File: src/rtl/pong_pkg.sv
// Shared types and constants for the pong scoreboard.
// FSM encoding, BCD digit width and the 5x7 digit font.
package pong_pkg;

  typedef enum logic [1:0] {
    ST_PLAY = 2'd0,
    ST_HOLD = 2'd1,
    ST_OVER = 2'd2
  } state_t;

  localparam int BCD_W   = 4;
  localparam int GLYPH_W = 35;

  // Row-major, top row in the MSBs, leftmost column first.
  localparam logic [GLYPH_W-1:0] GLYPH_0 =
    35'b01110_10001_10011_10101_11001_10001_01110;
  localparam logic [GLYPH_W-1:0] GLYPH_1 =
    35'b00100_01100_00100_00100_00100_00100_01110;
  localparam logic [GLYPH_W-1:0] GLYPH_2 =
    35'b01110_10001_00001_00010_00100_01000_11111;
  localparam logic [GLYPH_W-1:0] GLYPH_3 =
    35'b11111_00010_00100_00010_00001_10001_01110;
  localparam logic [GLYPH_W-1:0] GLYPH_4 =
    35'b00010_00110_01010_10010_11111_00010_00010;
  localparam logic [GLYPH_W-1:0] GLYPH_5 =
    35'b11111_10000_11110_00001_00001_10001_01110;
  localparam logic [GLYPH_W-1:0] GLYPH_6 =
    35'b00110_01000_10000_11110_10001_10001_01110;
  localparam logic [GLYPH_W-1:0] GLYPH_7 =
    35'b11111_00001_00010_00100_01000_01000_01000;
  localparam logic [GLYPH_W-1:0] GLYPH_8 =
    35'b01110_10001_10001_01110_10001_10001_01110;
  localparam logic [GLYPH_W-1:0] GLYPH_9 =
    35'b01110_10001_10001_01111_00001_00010_01100;

endpackage

File: src/rtl/pong_glyph_rom.sv
// Combinational BCD digit to 5x7 glyph lookup.
// Non-decimal codes map to a blank glyph.
module pong_glyph_rom
  import pong_pkg::*;
(
  input  logic [BCD_W-1:0]   digit,
  output logic [GLYPH_W-1:0] glyph
);

  always_comb begin
    unique case (digit)
      4'd0:    glyph = GLYPH_0;
      4'd1:    glyph = GLYPH_1;
      4'd2:    glyph = GLYPH_2;
      4'd3:    glyph = GLYPH_3;
      4'd4:    glyph = GLYPH_4;
      4'd5:    glyph = GLYPH_5;
      4'd6:    glyph = GLYPH_6;
      4'd7:    glyph = GLYPH_7;
      4'd8:    glyph = GLYPH_8;
      4'd9:    glyph = GLYPH_9;
      default: glyph = '0;
    endcase
  end

endmodule

File: src/rtl/pong_scoreboard.sv
// Multi-player BCD scoreboard with post-point hold and win detect.
// Define WIN_BY_TWO_EN to require a two-point lead for the win.
module pong_scoreboard #(
  parameter int PLAYERS     = 2,
  parameter int DIGITS      = 2,
  parameter int WIN_SCORE   = 11,
  parameter int HOLD_CYCLES = 100_000_000,
  parameter int GLYPH_W     = pong_pkg::GLYPH_W
) (
  input  logic                          clk,
  input  logic                          rst,
  input  logic [PLAYERS-1:0]            point,
  input  logic                          new_game,
  output logic [PLAYERS*DIGITS*4-1:0]   score_bcd,
  output logic [PLAYERS*DIGITS*GLYPH_W-1:0] glyphs,
  output logic                          serve,
  output logic                          playing,
  output logic                          game_over,
  output logic [PLAYERS-1:0]            winner
);
  import pong_pkg::*;

  localparam int SW = DIGITS * BCD_W;
  localparam int NG = PLAYERS * DIGITS;
  localparam int CW = $clog2(HOLD_CYCLES + 1);
  localparam logic [CW-1:0] HOLD_LAST = CW'(HOLD_CYCLES - 1);

  typedef logic [SW-1:0] score_t;

  function automatic score_t to_bcd(input int v);
    score_t r;
    int     x;
    r = '0;
    x = v;
    for (int d = 0; d < DIGITS; d++) begin
      r[d*4 +: 4] = 4'(x % 10);
      x = x / 10;
    end
    return r;
  endfunction

  // Ripple increment; the top bit flags a carry out of all-nines.
  function automatic logic [SW:0] bcd_inc(input score_t s);
    score_t r;
    logic   c;
    r = s;
    c = 1'b1;
    for (int d = 0; d < DIGITS; d++) begin
      if (c) begin
        if (s[d*4 +: 4] >= 4'd9) begin
          r[d*4 +: 4] = 4'd0;
        end else begin
          r[d*4 +: 4] = s[d*4 +: 4] + 4'd1;
          c = 1'b0;
        end
      end
    end
    return {c, r};
  endfunction

  localparam score_t WIN_BCD = to_bcd(WIN_SCORE);

  state_t              state, state_nx;
  logic [CW-1:0]       cnt, cnt_nx;
  score_t              score [PLAYERS];
  score_t              score_nx [PLAYERS];
  logic [PLAYERS-1:0]  winner_nx;
  logic                serve_nx;
  logic [PLAYERS-1:0]  hot;
  score_t              cur, inc, nxt;
  logic                ovf, win;
  logic [NG*GLYPH_W-1:0] glyph_nx;

  always_comb begin
    logic found;
`ifdef WIN_BY_TWO_EN
    logic [SW:0] oth;
`endif
    found = 1'b0;
    hot   = '0;
    cur   = '0;
    for (int i = 0; i < PLAYERS; i++) begin
      if (point[i] && !found) begin
        hot[i] = 1'b1;
        found  = 1'b1;
        cur    = score[i];
      end
    end
    {ovf, inc} = bcd_inc(cur);
    nxt = ovf ? cur : inc;
    win = (nxt >= WIN_BCD);
`ifdef WIN_BY_TWO_EN
    // new >= other + 2 is checked as new > other + 1.
    for (int i = 0; i < PLAYERS; i++) begin
      oth = bcd_inc(score[i]);
      if (!hot[i] && (oth[SW] || !(nxt > oth[SW-1:0])))
        win = 1'b0;
    end
`endif
  end

  always_comb begin
    state_nx  = state;
    cnt_nx    = cnt;
    score_nx  = score;
    winner_nx = winner;
    serve_nx  = 1'b0;
    unique case (state)
      ST_PLAY: begin
        if (|point) begin
          for (int i = 0; i < PLAYERS; i++)
            if (hot[i]) score_nx[i] = nxt;
          if (win) begin
            state_nx  = ST_OVER;
            winner_nx = hot;
          end else begin
            state_nx = ST_HOLD;
            cnt_nx   = '0;
          end
        end
      end
      ST_HOLD: begin
        if (cnt == HOLD_LAST) begin
          state_nx = ST_PLAY;
          cnt_nx   = '0;
          serve_nx = 1'b1;
        end else begin
          cnt_nx = cnt + CW'(1);
        end
      end
      ST_OVER: ;
      default: state_nx = ST_PLAY;
    endcase
    if (new_game) begin
      score_nx  = '{default: '0};
      winner_nx = '0;
      cnt_nx    = '0;
      state_nx  = ST_PLAY;
      serve_nx  = 1'b1;
    end
  end

  always_ff @(posedge clk or negedge rst) begin
    if (!rst) begin
      state  <= ST_PLAY;
      cnt    <= '0;
      score  <= '{default: '0};
      winner <= '0;
      serve  <= 1'b0;
      glyphs <= {NG{GLYPH_0}};
    end else begin
      state  <= state_nx;
      cnt    <= cnt_nx;
      score  <= score_nx;
      winner <= winner_nx;
      serve  <= serve_nx;
      glyphs <= glyph_nx;
    end
  end

  for (genvar i = 0; i < PLAYERS; i++) begin : g_pack
    assign score_bcd[i*SW +: SW] = score[i];
  end

  for (genvar g = 0; g < NG; g++) begin : g_rom
    pong_glyph_rom u_rom (
      .digit (score_bcd[g*4 +: 4]),
      .glyph (glyph_nx[g*GLYPH_W +: GLYPH_W])
    );
  end

  assign playing   = (state == ST_PLAY);
  assign game_over = (state == ST_OVER);

endmodule

File: config.mk
export PLATFORM = sky130hd
export DESIGN_NAME = pong_scoreboard
export DESIGN_NICKNAME = d
export VERILOG_FILES = /design/src/rtl/pong_pkg.sv /design/src/rtl/pong_glyph_rom.sv /design/src/rtl/pong_scoreboard.sv
export SDC_FILE = /design/constraint.sdc
export NUM_CORES = 1
export LEC_CHECK = 0
export CORE_MARGIN = 10
export CORE_UTILIZATION = 55
export DETAILED_ROUTE_END_ITERATION = 8
export PLACE_DENSITY_LB_ADDON = 0.15
export SYNTH_ARGS = -nofsm -noshare
export SYNTH_HDL_FRONTEND = slang
export SYNTH_SLANG_ARGS = --single-unit
File: constraint.sdc
create_clock -name clk -period 3.8 [get_ports clk]
set_input_delay 0.57 -clock clk [delete_from_list [all_inputs] [get_ports clk]]
set_output_delay 0.57 -clock clk [all_outputs]
set_load 0.1 [all_outputs]
* Word level (Yosys, flattened, before mapping)
Memories as Yosys holds them, arrays and structs flattened. A register that Yosys moved wholly into a read port is not among the register bits. Cells that the tools add are included.
Storage, ports and cells: logic and storage cells 75, input bits 5, memory bits (read-only) 2240, memories 4, output and inout bits 161, register bits 48
Memory list:
- (name not given) | depth 16, bits a word 35, rd ports 1, clocked after Yosys merged registers in 1, write ports 0, RTL line pong_glyph_rom.sv:11 | unique case (digit)
- (name not given) | depth 16, bits a word 35, rd ports 1, clocked after Yosys merged registers in 1, write ports 0, RTL line pong_glyph_rom.sv:11
- (name not given) | depth 16, bits a word 35, rd ports 1, clocked after Yosys merged registers in 1, write ports 0, RTL line pong_glyph_rom.sv:11
- (name not given) | depth 16, bits a word 35, rd ports 1, clocked after Yosys merged registers in 1, write ports 0, RTL line pong_glyph_rom.sv:11
Operators by class: reduce and logical (&&, ||, !) cells 19, equality and inequality tests 7, multiplexer cells 33, add/subtract/negate cells 3, order comparisons 3
Operators with widths (count):
- 2-to-1 mux 27 bit | 4
- case mux 27 bit (2 select lines) | 1
- 2-to-1 mux 16 bit | 3
- 2-to-1 mux 8 bit | 5
- adder 27 x 1 -> 27 bit, second input constant | 1
- equality test 27 bit, second input constant | 1
- 2-to-1 mux 2 bit | 8
- AND reduction 3 bit | 5
- 2-to-1 mux 4 bit | 3
- nonzero test 2 bit | 5
- adder 4 x 1 -> 4 bit, second input constant | 2
- greater-or-equal comparator 4 bit, second input constant | 2
- greater-or-equal comparator 8 x 5 -> 1 bit, second input constant | 1
- 2-to-1 mux 1 bit | 8
- != test 3 bit, second input constant | 2
- case mux 2 bit (3 select lines) | 1
- logical NOT 1 bit | 5
- != test 3 x 2 -> 1 bit, second input constant | 1
- nonzero test 3 bit | 1
- equality test 2 x 1 -> 1 bit, second input constant | 1
- equality test 2 bit, second input constant | 1
- logical NOT 2 bit | 1
- != test 2 bit, second input constant | 1
- OR reduction 2 bit | 1
- logical AND 1 bit | 1

* Longest topological paths before layout
Gate-level depths: netlist of run 1.
depth after elaboration 13, mapped depth 14, depth with buffers taken out 10

* By module
A second synthesis of run 1 with hierarchy kept.
Second synthesis, totals: cell total of the unflattened synthesis 819, area total of the unflattened synthesis 8769.7 um^2
Modules (own cells, without submodules):
- pong_scoreboard | area an instance 6497.5 um^2, instances 1, seq. area each 4799.6 um^2, cells an instance 477
- pong_glyph_rom at g_rom[1].u_rom ... | area an instance 581.8 um^2, instances 2, seq. area each 0.0 um^2, cells an instance 86
- pong_glyph_rom at g_rom[0].u_rom ... | area an instance 554.3 um^2, instances 2, seq. area each 0.0 um^2, cells an instance 85

* Worst setup path before layout of run 1
OpenSTA, ideal clock, no wires.
kind reg-to-reg, from register score (netlist bit score_bcd[8]), to register cnt[15], path slack 0.779 ns, stages on the path, launching flop included 10, arrival time 2.880 ns, setup time 0.140 ns, path buffers 1, data required time 3.660 ns, clock period less this slack 3.021 ns, cell sequence dfrtp_1 -> and3b_1 -> nor2_1 -> ha_1 -> nor2b_1 -> a21o_4 -> or3b_1 -> o211ai_4 -> buf_6 -> a41oi_1
Between the ends: cells in the longest elaborated chain, start to end 8, elaborated cells between the ends (all ways) 11, classes of those cells add/sub (1); order compare (2); eq/ne (1); mux (6); reduce/logical (1)
Ends and longest elaborated chain:
- start: declaration | RTL line pong_scoreboard.sv:65 | score_t score [PLAYERS];
- start signal: assignment | RTL line pong_scoreboard.sv:154 | score <= score_nx;
- 2-to-1 mux 8 bit (*) | RTL line pong_scoreboard.sv:83 | if (point[i] && !found) begin
- greater-or-equal comparator 4 bit | RTL line pong_scoreboard.sv:50 | if (s[d*4 +: 4] >= 4'd9) begin
- 2-to-1 mux 1 bit | RTL line pong_scoreboard.sv:50
- 2-to-1 mux 1 bit or 2-to-1 mux 4 bit (tied branches) | RTL line pong_scoreboard.sv:49 | if (c) begin
- 2-to-1 mux 8 bit (*) | RTL line pong_scoreboard.sv:90 | nxt = ovf ? cur : inc;
- greater-or-equal comparator 8 x 5 -> 1 bit (*) | RTL line pong_scoreboard.sv:91 | win = (nxt >= WIN_BCD);
- != test 3 bit (no source line) (*)
- AND reduction 3 bit (no source line) (*)
- end signal: assignment | RTL line pong_scoreboard.sv:153 | cnt <= cnt_nx;
- end: declaration | RTL line pong_scoreboard.sv:64 | logic [CW-1:0] cnt, cnt_nx;
Mark *: on every way between the ends. The rest lies on a longest branch, timed or not. A chain may end at the register's enable or synchronous reset.

* Final worst setup path of run 1
from input point[0], to register score (netlist bit score_bcd[6])
Between the ends: cells in the longest elaborated chain, start to end 12, elaborated cells between the ends (all ways) 22, classes of those cells add/sub (1); order compare (2); mux (13); reduce/logical (6)
Ends and longest elaborated chain:
- start: declaration | RTL line pong_scoreboard.sv:12 | input logic [PLAYERS-1:0] point,
- 2-to-1 mux 1 bit | RTL line pong_scoreboard.sv:83
- logical NOT 1 bit | RTL line pong_scoreboard.sv:83
- logical AND 1 bit | RTL line pong_scoreboard.sv:83
- 2-to-1 mux 8 bit | RTL line pong_scoreboard.sv:83
- adder 4 x 1 -> 4 bit or greater-or-equal comparator 4 bit (tied branches) | RTL line pong_scoreboard.sv:53, pong_scoreboard.sv:50
- 2-to-1 mux 4 bit or 2-to-1 mux 1 bit (tied branches) | RTL line pong_scoreboard.sv:50
- 2-to-1 mux 4 bit or 2-to-1 mux 1 bit (tied branches) | RTL line pong_scoreboard.sv:49
- 2-to-1 mux 8 bit | RTL line pong_scoreboard.sv:90
- 2-to-1 mux 8 bit | RTL line pong_scoreboard.sv:112 | if (hot[i]) score_nx[i] = nxt;
- 2-to-1 mux 16 bit | RTL line pong_scoreboard.sv:110 | if (|point) begin
- 2-to-1 mux 16 bit | RTL line pong_scoreboard.sv:108 | unique case (state)
- 2-to-1 mux 16 bit | RTL line pong_scoreboard.sv:134 | if (new_game) begin
Several ways; a longest one is shown, not always the timed one. The select of a mux whose other input is x is not followed.

==> metrics.txt, run 1 <==
Row Count 45; Antenna Nets Post-Route 0; Max-slew headroom 0.316; cell with the most instances after synthesis nand2_1; clock sink total roughly 170; Root Buffer clkbuf_16; hold buffers post-CTS 0; NumNets Final 1007; Arr. time, crit path 3.40 ns; GRT met1 Usage 0.254; via density per instance 5.67; worst skew pair latency between 0.4 and 0.5 ns; Placed Cells 1129; synth warn 0; share of post-route cells with drive strength above 1 0.148; final count of hold timing violations 0; FF-to-FF Start score_bcd[8]; CTS Buffer Depth 2; number of global-route vias before repair roughly 6300; Post-CTS Resized 0; setup repair bufs after CTS 0; crit end category flop; Initial DRC Count approximately 430; Yosys top cell by area dfrtp_1; Layout Cells excl Fill 1161; syn nets 869; Syn Std Cell Area 0.00839 mm^2; RSZ-0062 raised after global routing false; vias 6580; Max IR drop VDD 0.000286 V; Main synth FF type dfrtp_1; Detailed Routing Iterations Pass 1 5; detailed-route wire length between 20 and 25 mm; clk_skew 0.00852 ns; fin area 0.0106 mm^2; CP max FO 20; Worst Max-Slew Pin Slew 1.02 ns; dpl cell area 0.0100 mm^2; asr flop ratio synth 1.00; pwr dens ~530 mW/mm^2; core box area 0.0151 mm^2; startpoint types input pin; fin crit period 3.11 ns; I/O pin cnt 166; top cell type's share of synthesized area 0.310; Die H 143 um; TritonCTS Buffers 17; fmax 321 MHz; CTS tree done; port buffer count 165; hold crit path type input pin to async pin; wire length per cell 17.6 um; syn avg cell area ~10 um^2; reg-to-reg setup timing slack around 1.0 ns; die width 143 um; post-synthesis sequential area ratio 0.523; setup TNS 0 ns; CP Data Required Time about 4.1 ns; met2 Use GR 0.320; final setup violation count 0; largest net degree at the start of global routing 68; leading post-synthesis cells by cell area dfrtp_1, dfstp_2, ha_1; DRC Markers 0; total track usage 0.197; worst setup path start point[0]; status complete, no violations; Crit Path Class input pin to flop; GR peak layer met2; Max Cap Viol 0; initial antenna violation count 0; Seq cells post-synth 172; max-slew violation count 0; initial core utilization 0.556; Die ar. 0.0206 mm^2; diodes inserted 0; Gate Count Post-Synth 822; area grow syn2layout 26.6%; P_leak 4.61 nW; met3 Use GR 0.0482; wire length of the first global-routing pass 33.1 mm; HPWL after DPL 14.4 mm; H-tree depth 4; grt ovf 0; RePlAce Congestion 0.915; Reg clk slew, reported paths approximately 0.06 ns; Post-synth top cells nand2_1, dfrtp_1, a21oi_1, nor2_1, dfstp_2; final worst-path cycle share 0.819; path depth of the worst reg2reg path 9; Synth cell types 70; FF-to-FF End cnt[13]; Post-synth EDFFs 0
[sequential cells by signal, indices dropped and copies added, names as in the netlist]
| name | cells |
|---|---|
| glyphs | 124 |
| cnt | 27 |
| serve | 1 |
| winner | 2 |
| score_bcd | 16 |
| state | 2 |
[where the power goes]
part           switching, mW  total, mW  internal [mW]
logic                   1.41       1.79          0.372
clock network          0.715       1.72           1.01
registers             0.0908       2.12           2.03
total                   2.22       5.63           3.41
[per-layer routing]
| metal | vias to the layer above | part of all wire |
|---|---|---|
| met1 | 3215 | 0.44 |
| li1 | 3149 | - |
| met3 | 26 | 0.065 |
| met2 | 190 | 0.48 |
| met5 | - | 0 |
| met4 | 0 | 0.013 |
[cell usage in the layout (no fill, tap or decap), types with 4 or more instances in the layout]
master | netlist | routed
a211oi_1 | 10 | 10
a21o_1 | 11 | 11
a21oi_1 | 81 | 81
a221oi_1 | 13 | 13
a31oi_1 | 12 | 12
a41oi_1 | 6 | 6
and2_1 | 11 | 11
and3_1 | 11 | 11
buf_4 | 19 | 21
clkbuf_16 | 0 | 17
clkdlybuf4s50_1 | 0 | 154
clkinv_1 | 4 | 4
clkinvlp_4 | 0 | 5
dfrtp_1 | 104 | 104
dfstp_2 | 68 | 68
ha_1 | 42 | 42
inv_1 | 26 | 26
mux2i_1 | 13 | 13
nand2_1 | 105 | 105
nand2b_1 | 8 | 8
nand3_1 | 16 | 16
nand4_1 | 8 | 8
nor2_1 | 75 | 75
nor2b_1 | 10 | 10
nor3_1 | 8 | 8
o211a_1 | 8 | 8
o21a_1 | 4 | 4
o21ai_0 | 34 | 34
o21ai_1 | 7 | 7
o311a_1 | 4 | 4
o31ai_1 | 7 | 7
[worst max path at each step]
stage              endpoint
2_1_floorplan       cnt[15]
3_3_place_gp   score_bcd[6]
3_5_place_dp   score_bcd[6]
4_1_cts        score_bcd[6]
5_1_grt        score_bcd[5]
6_report       score_bcd[6]
[cell type report]
type	count	area (um^2)
fillers	1170	4470
flip-flops and latches	172	4390
multi-input cells	560	3530
repair buffers	178	1750
clock buffers	20	457
well taps	188	235
clock inverters	12	138
inverters	31	116
[stage by stage]
| step | power (mW) | setup slack [ns] | utilization | hold slack (ns) |
|---|---|---|---|---|
| 2_1_floorplan | 3.53 | 0.779 | - | 0.274 |
| 3_3_place_gp | 3.93 | 0.373 | 0.664 | 0.524 |
| 3_5_place_dp | 3.94 | 0.297 | 0.664 | 0.541 |
| 4_1_cts | 5.67 | 0.740 | 0.704 | 0.133 |
| 5_1_grt | 5.83 | 0.482 | 0.704 | 0.164 |
| 6_report | 5.63 | 0.689 | 0.704 | 0.110 |
[kinds of logic after synthesis]
group,Yosys count,share of synthesized area
AND/OR/NAND/NOR,275,0.155
buffers and inverters,90,0.0555
flip-flops,172,0.523
XOR/XNOR,4,0.00418
AO/OA/AOI/OAI,225,0.182
adder cells (fa/ha/maj),42,0.0627
multiplexers,14,0.0169
[worst max-delay path, stage by stage]
cell and delay [ns]:
clkdlybuf4s50_1 0.70, buf_4 0.29, nor2_1 0.07, a21oi_1 0.26, ha_1 0.21, nand2b_1 0.07, a221o_1 0.34, a221oi_4 0.51
nand3_1 0.16, xnor2_1 0.16, nor2_1 0.06
(Power assumes the default switching activity.)
==> inputs of run 2 (changes only) <==
- CORE_UTILIZATION: 55 -> 52
- clock period: 3.8 -> 3.3 ns (I/O delays scaled with it)
==> run 2 against run 1 <==
  * Clock-buffer cell count shrank 1
  * Highest routed layer unchanged
  * Clock skew decreased by 0.0011 ns
  * Sequential share of layout area increased by 0.20 points
  * Register-to-register slack got worse by 0.39 ns
  * Via count up 0.41%
  * Worst setup slack lost 0.22 ns
  * Largest cell class unchanged
  * Global-route usage fell by 0.34 points
==> metrics.txt, run 2 (same netlist as run 1, synthesis figures left out) <==
wire length of the first global-routing pass 34.4 mm (+4.1%); hold buffers post-CTS 0 (unchanged); final count of hold timing violations 0 (unchanged); Row Count 46 (+2.2%); Reg clk slew, reported paths 0.07 ns (about the same); slowest cell on the critical path clkdlybuf4s50_1; CP max FO 14 (-30%); Post-CTS Resized 0 (unchanged); die width 147 um (+2.4%); RSZ-0062 raised after global routing false; Root Buffer clkbuf_16; Cell Chain, Critical Path clkdlybuf4s50_1 -> buf_4 -> nor2_1 -> a21oi_1 -> ha_1 -> nand2b_1 -> a221o_1 -> a221oi_4 -> nand3_1 -> xnor2_1 -> nor2_1; total track usage 0.194 (-0.00339); worst skew pair latency 0.43 ns (about the same); Crit Path Class input pin to flop; Max-slew headroom 0.326 (+0.0103); Max stage delay on crit path 0.58 ns (-0.12 ns); path depth of the worst reg2reg path 10 (+1); Max Cap Viol 0 (unchanged); Final Power 6.43 mW (+14%); Antenna Nets Post-Route 0 (unchanged); pwr dens 609 mW/mm^2 (+15%); largest delay contributor family on the critical path compound AO/OA/AOI/OAI gates; I/O pin cnt 166 (unchanged); fin crit period between 2 and 3 ns; H-tree depth 4 (unchanged); clk_skew 0.00738 ns (-0.00114 ns); Die ar. 0.0216 mm^2 (+5.0%); setup TNS 0 ns (unchanged); reg-to-reg setup timing slack 0.63 ns (-0.39 ns); TritonCTS Buffers 17 (unchanged); initial antenna violation count 0 (unchanged); crit end category flop; worst setup path start point[0]; NumNets Final 1027 (+2.0%); number of global-route vias before repair 6515 (+2.8%); wire length per cell 17.2 um (-2.1%); RePlAce Congestion 0.877 (-4.2%); grt ovf 0 (unchanged); status complete, no violations; final setup violation count 0 (unchanged); FF-to-FF End winner[1]; DRC Markers 0 (unchanged); CP Data Required Time 3.60 ns (-0.49 ns); commonest non-fill, non-tap cell in the layout buf_4; port buffer count 165 (unchanged); Levels on crit path 11 (unchanged); initial core utilization 0.530 (-0.0259); most frequent cells in the layout buf_4, nand2_1, dfrtp_1, a21oi_1, nor2_1; CTS tree done; startpoint types input pin; via density per instance 5.46 (-3.6%); core box area 0.0158 mm^2 (+4.9%); area grow syn2layout 26.0%; Detailed Routing Iterations Pass 1 5 (unchanged); Max IR drop VDD 0.000393 V (+38%); CTS Buffer Depth 2 (unchanged); Die H 147 um (+2.4%); diodes inserted 0 (unchanged); share of post-route cells with drive strength above 1 0.251 (+0.103); crit path capture score_bcd[6]; Biggest register glyphs; Initial DRC Count 434 (+1.2%); cell mode on critical path nor2_1; Arr. time, crit path 3.13 ns (-0.27 ns); vias 6607 (+0.41%); max-slew violation count 0 (unchanged); FF-to-FF Start score_bcd[9]; fmax between 300 and 400 MHz; clock sink total 172 (unchanged); largest net degree at the start of global routing 80 (+18%); final worst-path cycle share 0.859; P_leak 4.73 nW (+2.6%); Worst Max-Slew Pin Slew 1.01 ns (-0.0154 ns); hold crit path type input pin to async pin; WP buf/inv 2 (unchanged); HPWL after DPL 14.8 mm (+2.6%); max reg flops 124 (unchanged); detailed-route wire length 20.9 mm (+1.9%); setup repair bufs after CTS 0 (unchanged)
==> run 2: cell count changes in the layout (fill, tap and decap cells not counted) <==
cell	previous run	this run
clkbuf_1	1	2
clkinvlp_4	5	3
inv_6	3	4
buf_4	21	127
clkbuf_8	2	0
clkdlybuf4s50_1	154	68
clkinv_2	1	3
==> run 2: through the flow <==
| step | std cells | util | instance area [um^2] | setup slack (ns) | hold slack (ns) |
|---|---|---|---|---|---|
| after floorplan | 822 | - | 8390 | 0.279 | 0.199 |
| after global placement | 1177 | 0.631 | 9990 | 0.129 | 0.512 |
| after detailed placement | 1177 | 0.631 | 9990 | 0.0562 | 0.521 |
| after CTS | 1209 | 0.668 | 10600 | 0.503 | 0.0596 |
| after global routing | 1209 | 0.668 | 10600 | 0.284 | 0.0783 |
| final | 1209 | 0.668 | 10600 | 0.465 | 0.0460 |
==> run 2: how the worst min path moves through the flow <==
stage	start	endpoint	slack [ns]	cells past startpoint
2_1_floorplan	rst	cnt[0]	0.20	0
3_3_place_gp	rst	glyphs[82]	0.51	1
3_5_place_dp	rst	glyphs[82]	0.52	1
4_1_cts	rst	glyphs[82]	0.06	1
5_1_grt	rst	glyphs[82]	0.08	1
6_report	rst	glyphs[82]	0.05	1
==> run 2: power breakdown <==
part / total (mW) / internal, mW / switching (mW) / leakage [nW]
sequential: 2.41 / 2.33 / 0.0756 / 2.15
clock: 1.95 / 1.12 / 0.834 / 0.275
combinational: 2.07 / 0.408 / 1.66 / 2.31
total: 6.43 / 3.86 / 2.57 / 4.73
==> run 2: final cells by class <==
type | count | area [um^2]
clock buffers | 19 | 433
clock inverters | 13 | 141
fillers | 1247 | 5260
inverters | 31 | 116
multi-input cells | 560 | 3530
flip-flops and latches | 172 | 4390
well taps | 216 | 270
repair buffers | 198 | 1690
==> run 2: worst register-to-register path, cell delays in order (launching register included) <==
cell	delay (ns)
dfrtp_1	0.58
nand2_1	0.08
o21ai_0	0.30
inv_1	0.09
ha_1	0.21
nand3b_1	0.10
o2bb2ai_2	0.07
a21o_4	0.20
nand4bb_1	0.32
and2_1	0.29
a221oi_1	0.32
==> run 2: routing by layer <==
| layer | GRT usage | share of wire |
|---|---|---|
| met3 | 0.0528 | 0.064 |
| met5 | 0 | 0 |
| met1 | 0.257 | 0.46 |
| met4 | 0.0590 | 0.014 |
| met2 | 0.303 | 0.46 |
==> inputs of run 3 (changes only) <==
- PLACE_DENSITY: default -> 0.81
- PLACE_DENSITY_LB_ADDON: 0.15 -> default
==> run 3 against run 2 <==
  * Maximum frequency shrank 0.70%
  * Global-route usage down 0.090 points
  * Sequential share of layout area down 0.15 points
  * Register-to-register slack improved by 0.05 ns
  * Clock power increased by 7%
  * Clock-buffer cell count down 1
  * Worst setup slack got worse by 0.020 ns
  * Utilization up 0.25 points
  * Routed wire length increased by 1.2%
  * Sequential power about the same
  * Flip-flop and latch count unchanged
  * Die area unchanged
==> metrics.txt, run 3 (same netlist as run 1, synthesis figures left out) <==
fin area 0.0106 mm^2 (+0.37%); RSZ-0062 raised after global routing false; status complete, no violations; cell mode on critical path nor2_1; Initial DRC Count 532 (+23%); CTS tree done; Worst Max-Slew Pin Slew 1.02 ns (+0.00937 ns); initial core utilization 0.530 (unchanged); final setup violation count 0 (unchanged); startpoint types input pin; clk_skew 0.00836 ns (+0.000973 ns); Root Buffer clkbuf_16; fmax 350 MHz (-0.70%); number of global-route vias before repair 6472 (-0.66%); setup TNS 0 ns (unchanged); P_leak 4.75 nW (+0.49%); CP Data Required Time 3.59 ns (about the same); via density per instance 5.57 (+2.0%); vias 6733 (+1.9%); area grow syn2layout 26.5%; setup repair bufs after CTS 0 (unchanged); Cell Chain, Critical Path clkdlybuf4s50_1 -> buf_4 -> nor2_1 -> a21oi_1 -> ha_1 -> nand2b_1 -> a221o_1 -> a221oi_4 -> nand3_1 -> xnor2_1 -> nor2_1; port buffer count 165 (unchanged); Crit Path Class input pin to flop; Max IR drop VDD 0.000401 V (+2.0%); initial antenna violation count 0 (unchanged); Arr. time, crit path 3.15 ns (+0.02 ns); crit end category flop; Die ar. 0.0216 mm^2 (unchanged); Max Cap Viol 0 (unchanged); Detailed Routing Iterations Pass 1 6 (+1); largest net degree at the start of global routing 71 (-11%); hold crit path type input pin to async pin; Biggest register glyphs; Reg clk slew, reported paths 0.07 ns (about the same); most frequent cells in the layout buf_4, nand2_1, dfrtp_1, a21oi_1, nor2_1; WP buf/inv 2 (unchanged); diodes inserted 0 (unchanged); RePlAce Congestion 0.849 (-3.2%); NumNets Final 1026 (-0.097%); largest delay contributor family on the critical path compound AO/OA/AOI/OAI gates; max-slew violation count 0 (unchanged); H-tree depth 4 (unchanged); HPWL after DPL 14.8 mm (+0.59%); DRC Markers 0 (unchanged); hold buffers post-CTS 0 (unchanged); commonest non-fill, non-tap cell in the layout buf_4; filler cell count 1244 (-0.24%); worst skew pair latency 0.43 ns (about the same); die width 147 um (unchanged); Row Count 46 (unchanged); grt ovf 0 (unchanged); share of post-route cells with drive strength above 1 0.252 (+0.00126); CP max FO 16 (+2); final count of hold timing violations 0 (unchanged); Util after Layout 0.670 (+0.00245); TritonCTS Buffers 17 (unchanged); Die H 147 um (unchanged); I/O pin cnt 166 (unchanged); dpl cell area 0.00998 mm^2 (about the same); Max stage delay on crit path 0.56 ns (-0.02 ns); detailed-route wire length 21.1 mm (+1.2%); Post-CTS Resized 0 (unchanged); final worst-path cycle share 0.865 (+0.00607); wire length of the first global-routing pass 34.3 mm (-0.38%); fin crit period 2.86 ns (+0.0200 ns); clock sink total 172 (unchanged); CTS Buffer Depth 2 (unchanged); max reg flops 124 (unchanged); wire length per cell 17.5 um (+1.3%); slowest cell on the critical path clkdlybuf4s50_1; core box area 0.0158 mm^2 (unchanged); Max-slew headroom 0.320 (-0.00627); pwr dens 618 mW/mm^2 (+1.5%); total track usage 0.193 (-0.000898); Antenna Nets Post-Route 0 (unchanged)
==> run 3: cell types whose count changed in the layout (fill, tap and decap cells not counted) <==
cell / previous run / this run
buf_4: 127 / 126
clkbuf_1: 2 / 0
clkbuf_8: 0 / 1
clkinvlp_4: 3 / 2
inv_6: 4 / 3
bufinv_16: 2 / 3
clkinv_2: 3 / 2
inv_8: 0 / 2
clkinv_4: 1 / 2
==> run 3: cell type report <==
| cell class | instances | area [um^2] | share of cell area |
|---|---|---|---|
| flip-flops and latches | 172 | 4390 | 0.414 |
| clock buffers | 18 | 439 | 0.0414 |
| repair buffers | 197 | 1680 | 0.158 |
| inverters | 31 | 116 | 0.0110 |
| multi-input cells | 560 | 3530 | 0.333 |
| well taps | 216 | 270 | 0.0255 |
| clock inverters | 14 | 181 | 0.0171 |
==> run 3: final timing paths <==
kind	from	to	slack, ns	cells after the start
worst max register to register	cnt[1]	cnt[9]	0.68	8
worst min register to register	cnt[5]	cnt[5]	0.54	1
max in group asynchronous	rst	glyphs[37]	2.40	2
worst min-delay path	rst	glyphs[11]	0.05	1
worst max-delay path	point[0]	score_bcd[6]	0.44	11
min in group clk	cnt[5]	cnt[5]	0.54	1
==> run 3: metrics by stage <==
stage          total power [mW]  instances  worst slack [ns]  hold WS (ns)
6_report                   6.56       1208             0.445        0.0513
5_1_grt                    6.79       1208             0.225        0.0954
4_1_cts                    6.60       1208             0.472        0.0680
3_5_place_dp               4.52       1176            0.0299         0.527
3_3_place_gp               4.50       1176             0.123         0.526
2_1_floorplan              4.07        822             0.279         0.199
==> run 3: layer usage <==
layer  GRT usage  part of all wire  wire, um  vias up
li1            -                 -         -     3189
met1       0.247              0.43      9000     3298
met2       0.318              0.50     10500      233
met3      0.0519             0.068      1450       13
met4      0.0476            0.0079       167        0
met5           0                 0         0        -
==> run 3: power breakdown <==
group | switching (mW) | internal [mW]
clock network | 0.851 | 1.23
logic | 1.66 | 0.405
registers | 0.0753 | 2.33
total | 2.59 | 3.97
